--- src/rtl/event_scheduler.sv ---
// Timed event dispatcher: pops {data, lt} entries from the event FIFO in order and releases
// each one once cur_time reaches lt. Optional late-entry dropping via EVENT_SCHED_LATE_DROP_EN.
module event_scheduler #(
  parameter int DATA_W     = 16,
  parameter int TIME_W     = 16,
  parameter int DROP_CNT_W = 8
) (
  input  logic                     clk,
  input  logic                     reset,
  input  logic                     fifo_empty,
  input  logic [DATA_W+TIME_W-1:0] fifo_data,
  output logic                     fifo_dequeue,
  input  logic                     tick,
  output logic                     out_valid,
  input  logic                     out_ready,
  output logic [DATA_W-1:0]        out_data,
  output logic [TIME_W-1:0]        out_time,
  output logic [TIME_W-1:0]        cur_time,
  output logic                     busy,
  output logic [DROP_CNT_W-1:0]    drop_count
);

  typedef enum logic [2:0] {
    IDLE,
    POP,
    LOAD,
    WAIT,
    SEND
  } state_t;

  state_t state;
  state_t next_state;

  logic [DATA_W-1:0] hold_data;
  logic [TIME_W-1:0] hold_lt;
  logic [TIME_W-1:0] time_diff;
  logic              due;

  // Serial-number compare: the entry is due while cur_time is at most half the ring ahead of lt.
  assign time_diff = cur_time - hold_lt;
  assign due       = ~time_diff[TIME_W-1];

`ifdef EVENT_SCHED_LATE_DROP_EN
  logic late;
  logic drop_inc;

  assign late = due && (hold_lt != cur_time);
`endif

  always_ff @(posedge clk or negedge reset) begin
    if (!reset) begin
      state <= IDLE;
    end else begin
      state <= next_state;
    end
  end

  always_ff @(posedge clk or negedge reset) begin
    if (!reset) begin
      hold_data <= '0;
      hold_lt   <= '0;
    end else if (state == LOAD) begin
      hold_data <= fifo_data[DATA_W+TIME_W-1:TIME_W];
      hold_lt   <= fifo_data[TIME_W-1:0];
    end
  end

  // Free-running timestep counter, independent of the dispatcher state.
  always_ff @(posedge clk or negedge reset) begin
    if (!reset) begin
      cur_time <= '0;
    end else if (tick) begin
      cur_time <= cur_time + TIME_W'(1);
    end
  end

  always_comb begin
    next_state = state;
`ifdef EVENT_SCHED_LATE_DROP_EN
    drop_inc   = 1'b0;
`endif
    unique case (state)
      IDLE: begin
        if (!fifo_empty) begin
          next_state = POP;
        end
      end
      POP:  next_state = LOAD;
      LOAD: next_state = WAIT;
      WAIT: begin
`ifdef EVENT_SCHED_LATE_DROP_EN
        if (late) begin
          next_state = IDLE;
          drop_inc   = 1'b1;
        end else if (due) begin
          next_state = SEND;
        end
`else
        if (due) begin
          next_state = SEND;
        end
`endif
      end
      SEND: begin
        if (out_ready) begin
          next_state = fifo_empty ? IDLE : POP;
        end
      end
      default: next_state = IDLE;
    endcase
  end

`ifdef EVENT_SCHED_LATE_DROP_EN
  // Saturating count of late entries discarded in WAIT.
  always_ff @(posedge clk or negedge reset) begin
    if (!reset) begin
      drop_count <= '0;
    end else if (drop_inc && (drop_count != '1)) begin
      drop_count <= drop_count + DROP_CNT_W'(1);
    end
  end
`else
  assign drop_count = '0;
`endif

  assign fifo_dequeue = (state == POP);
  assign out_valid    = (state == SEND);
  assign busy         = (state != IDLE);
  assign out_data     = hold_data;
  assign out_time     = hold_lt;

endmodule

--- config.mk ---
export PLATFORM = sky130hd
export DESIGN_NAME = event_scheduler
export DESIGN_NICKNAME = d
export VERILOG_FILES = /design/src/rtl/event_scheduler.sv
export SDC_FILE = /design/constraint.sdc
export NUM_CORES = 1
export LEC_CHECK = 0
export CORE_ASPECT_RATIO = 0.9
export CORE_MARGIN = 5
export CORE_UTILIZATION = 40
export CTS_CLUSTER_DIAMETER = 60
export DETAILED_ROUTE_END_ITERATION = 12
export GPL_ROUTABILITY_DRIVEN = 0
export PLACE_DENSITY_LB_ADDON = 0.25
export SLEW_MARGIN = 30
export SYNTH_ARGS = -nofsm -noshare
export SYNTH_HDL_FRONTEND = slang
export SYNTH_SLANG_ARGS = --single-unit
export TNS_END_PERCENT = 5
--- constraint.sdc ---
create_clock -name clk -period 3.4 [get_ports clk]
set_input_delay 0.68 -clock clk [delete_from_list [all_inputs] [get_ports clk]]
set_output_delay 0.68 -clock clk [all_outputs]
set_load 0.1 [all_outputs]
* After elaboration in Yosys (flattened, before gate mapping)
Index checks and enable logic that the tools add are counted.
Word-level totals: bits in registers 51, input port bits 37
Operators by class: mux-type cells 5, reductions and logical operators 3, add/subtract/negate cells 2, eq/ne operators 7
Operators with widths (number):
- $add A16 B1 Y16 const B | 1
- $sub A16 B16 Y16 | 1
- $pmux W3 S5 | 1
- $mux W3 | 3
- $eq A3 B2 Y1 const B | 2
- $ne A2 B2 Y1 const B | 2
- $eq A3 B1 Y1 const B | 1
- $eq A3 B3 Y1 const B | 1
- $logic_not A3 Y1 | 1
- $reduce_and A3 Y1 | 1
- $reduce_bool A3 Y1 | 1
- $ne A2 B1 Y1 const B | 1
- $mux W1 | 1

* Depth between registers and ports, before layout
word-level depth 3, gate-level depth with buffers 7

* Least setup slack after synthesis
No wires, ideal clock.
path type register to output, from register state[0], to output fifo_dequeue, stages on the path, launching flop included 3, path slack -92 ps, required time 2720 ps, arrival 2812 ps, cell sequence dfrtp_1 clkbuf_1 nor3b_1
On the way: cells in the longest elaborated chain, start to end 1
RTL lines:
- start, declared | line 31 | state_t state;
- start signal, assigned | line 54 | state <= next_state;
- $eq A3 B1 Y1 | line 126 | assign fifo_dequeue = (state == POP);
- end, declared | line 12 | output logic fifo_dequeue,
No other way between the ends.

* Worst setup path after layout
from register hold_data[12] (netlist: out_data[12]), to output out_data[12]
RTL lines:
- start, declared | line 34 | logic [DATA_W-1:0] hold_data;
- start signal, assigned | line 63 | hold_data <= fifo_data[DATA_W+TIME_W-1:TIME_W];
- end, declared | line 16 | output logic [DATA_W-1:0] out_data,
No word-level cell between the ends.

==> out/qor_table.md <==
| Quantity | Reported | Unit |
|---|---|---|
| Simple-gate portion of the synthesized area | 0.114 | - |
| Number of buffer and inverter instances along the worst setup path | 1 | - |
| Number of instances in the synthesized netlist | 225 | - |
| Reg-to-reg endpoint | state[0] | - |
| Cell family with most CP delay | buffers and inverters | - |
| Number of gates resized after CTS | 0 | - |
| Kind of critical path | reg -> out | - |
| Number of antenna violations at the first check in global routing | 0 | - |
| Max stage delay on crit path | 1.13 | ns |
| Length of the first detailed-routing pass in iterations | 4 | - |
| CP endpoint kind | primary output | - |
| Number of global-route vias before repair | 1962 | - |
| Count of flip-flops with a built-in enable after synthesis | 0 | - |
| Filler instances | 535 | - |
| Via density per instance | 4.74 | - |
| Worst-case clock skew | 0.00787 | ns |
| Post-route fraction of the period consumed by the critical path | 0.728 | - |
| Run status | completed | - |
| Multi-input gate area in the final layout | 0.00111 | sq mm |
| Final nets | 369 | - |
| Max cap viols | 0 | - |
| CTS Root Buffer Type | clkbuf_8 | - |
| Die width | 93.6 | um |
| Largest net degree at the start of global routing | 38 | - |
| Slack of the worst reg-to-reg path | 1.36 | ns |
| Most frequent cells after synthesis | dfrtp_1 (51), nand2_1 (27), mux2_1 (18) | - |
| Total Die Area | 0.00798 | sq mm |
| Post-synth ARST share | 1.00 | - |
| Crit-path slowest cell | clkdlybuf4s50_1 | - |
| Routed len/inst | 13.6 | um |
| Crit-path cells | clkdlybuf4s50_1 | - |
| Routed via count | 1913 | - |
| Critical Path Source Type | flop | - |
| Library cell with the highest instance count after synthesis | dfrtp_1 | - |
| Unique cell type count in the Yosys netlist | 43 | - |
| Worst-case headroom to the max-slew limit | 0.346 | - |
| Number of hold-repair buffers added at the cts stage | 0 | - |
| Minimum period implied by the final worst setup slack | 2.47 | ns |
| Req. time, crit path | 2.72 | ns |
| Instance count on the critical path | 1 | - |
| Core Area | 0.00611 | sq mm |
| Total Routing Usage GR | 0.147 | - |
| Sequential-to-total area share from yosys stat | 0.507 | - |
| Starting density of the core | 0.411 | - |
| Max-slew violation total from the final report | 0 | - |
| Sequential cell area | 0.00128 | sq mm |
| DRC violation count after routing | 0 | - |
| Maximum level of the CTS H-tree | 2 | - |
| Top area cells in the synthesized netlist | dfrtp_1 (51%), mux2_1 (8.1%), ha_1 (7.5%) | - |
| Hold/Removal Path Class | in -> async | - |
| Most used flip-flop cell after synthesis | dfrtp_1 | - |
| Area leader, netlist | dfrtp_1 | - |
| TritonCTS clock tree | done | - |
| Critical register-to-register path startpoint | cur_time[2] | - |
| Arr. time, crit path | 1.79 | ns |
| Area Overhead vs Synth | 39.7 | % |
| Total setup buffers inserted after CTS | 0 | - |
| Final total negative setup slack | 0 | ns |
| Average cell area after synthesis | 11.2 | sq um |
| Std cell rows | 27 | - |
| Diode count | 0 | - |
| Wire length after detailed routing | 5.50 | mm |
| Post-synthesis compound-gate area fraction | 0.0915 | - |
| End of the critical path | out_data[12] | - |
| Final setup violation count | 0 | - |
| Maximum operating frequency | 0.404 | GHz |
| Actual slew at the worst max-slew pin | 0.977 | ns |
| Number of I/O port buffers | 87 | - |
| Clock latency on the worst-skew pair | 0.30 | ns |
| IO Count | 96 | - |
| Yosys warnings | 0 | - |
| Crit-path max FO | 2 | - |
| Number of synthesized register bits | 51 | - |
| Main combinational cell family by area after synthesis | simple AND/OR/NAND/NOR gates | - |
| Count of cells along the worst register-to-register path | 6 | - |
| Arithmetic-cell share of the synthesized area counting full adders, half adders and majority gates | 0.0746 | - |
| Setup repair after global routing missed its margin | no | - |
| Hold Fails Final Rpt | 0 | - |
| Multiplexer area fraction after synthesis | 0.0851 | - |
| Detailed Place HPWL | 4.27 | mm |
| Initial DRC Count | 56 | - |
| Startpoint of the worst setup timing path | out_data[12] | - |
| Die outline height | 85.2 | um |
| Number of clock sinks seen by CTS | 51 | - |
| Post-synthesis share of cell area spent on xor and xnor gates | 0.0632 | - |
| First-pass GRT wire length | 9.47 | mm |
| Global route overflow | 0 | - |
| Worst-case clock buffer depth | 2 | - |
| Syn Std Cell Area | 0.00251 | sq mm |
| Fraction of post-synthesis cell area in the top cell type by area | 0.507 | - |
| Clock Pin Slew Worst Setup and Hold Paths | 0.09 | ns |
| Cts bufs inserted | 5 | - |
| Antenna Violating Nets Remaining | 0 | - |
| Share of cells above drive strength 1 | 0.151 | - |
routing by layer:
layer / track usage / up-vias / share of wire
li1: - / 951 / -
met1: 0.201 / 897 / 0.47
met2: 0.235 / 63 / 0.46
met3: 0.0426 / 2 / 0.070
met4: 0.0276 / 0 / 0.0035
met5: 0 / - / 0
worst min-delay path by stage:
stage / start / endpoint / depth (start not counted)
finish: reset / out_time[1] / 1
detailed placement: out_data[9] / out_data[9] / 1
floorplan: reset / cur_time[0] / 0
global placement: out_data[11] / out_data[11] / 1
global route: reset / out_time[1] / 1
CTS: reset / out_time[1] / 1
area by class of cell:
| type | count | share of cell area |
|---|---|---|
| Clock buffer | 5 | 0.0196 |
| Timing Repair Buffer | 91 | 0.241 |
| Tap cell | 87 | 0.0310 |
| Clock inverter | 2 | 0.0107 |
| Inverter | 16 | 0.0171 |
| Sequential cell | 51 | 0.363 |
| Multi-Input combinational cell | 152 | 0.317 |
state kept, by name (all words and copies together), names as in the netlist:
name      flops
cur_time     16
out_data     16
state         3
out_time     16
cells by family (layout without fill, tap and decap cells):
group           after synthesis  count (layout)
simple gates                 58              58
mux                          19              19
compound gates               36              36
fa+ha+maj                    15              15
xor+xnor                     16              16
buf+inv                      29             114
flops                        51              51
other cells                   1               8
cell usage in the layout (no fill, tap or decap), types with 5 or more instances in the layout:
master and count:
a21oi_1 6, buf_4 30, clkbuf_8 5, clkdlybuf4s50_1 59, conb_1 8, dfrtp_1 51
ha_1 15, inv_1 16, mux2_1 18, nand2_1 27, nand3_1 5, nand4_1 6
nor2_1 6, o21ai_0 5, o21ai_1 10, xnor2_1 10, xor2_1 5
through the flow:
stage / area, sq um / hold WS (ns) / util / std cells / setup slack [ns]
2_1_floorplan: 2550 / 0.384 / - / 232 / 0.889
3_3_place_gp: 3380 / 0.467 / 0.553 / 396 / 1.20
3_5_place_dp: 3380 / 0.474 / 0.553 / 396 / 1.21
4_1_cts: 3490 / 0.493 / 0.570 / 403 / 0.905
5_1_grt: 3510 / 0.296 / 0.575 / 404 / 0.860
6_report: 3510 / 0.286 / 0.575 / 404 / 0.925
Power is left out: the tool's default activity adds up to more than one toggle a clock period on the data nets, which glitch-free logic cannot reach.
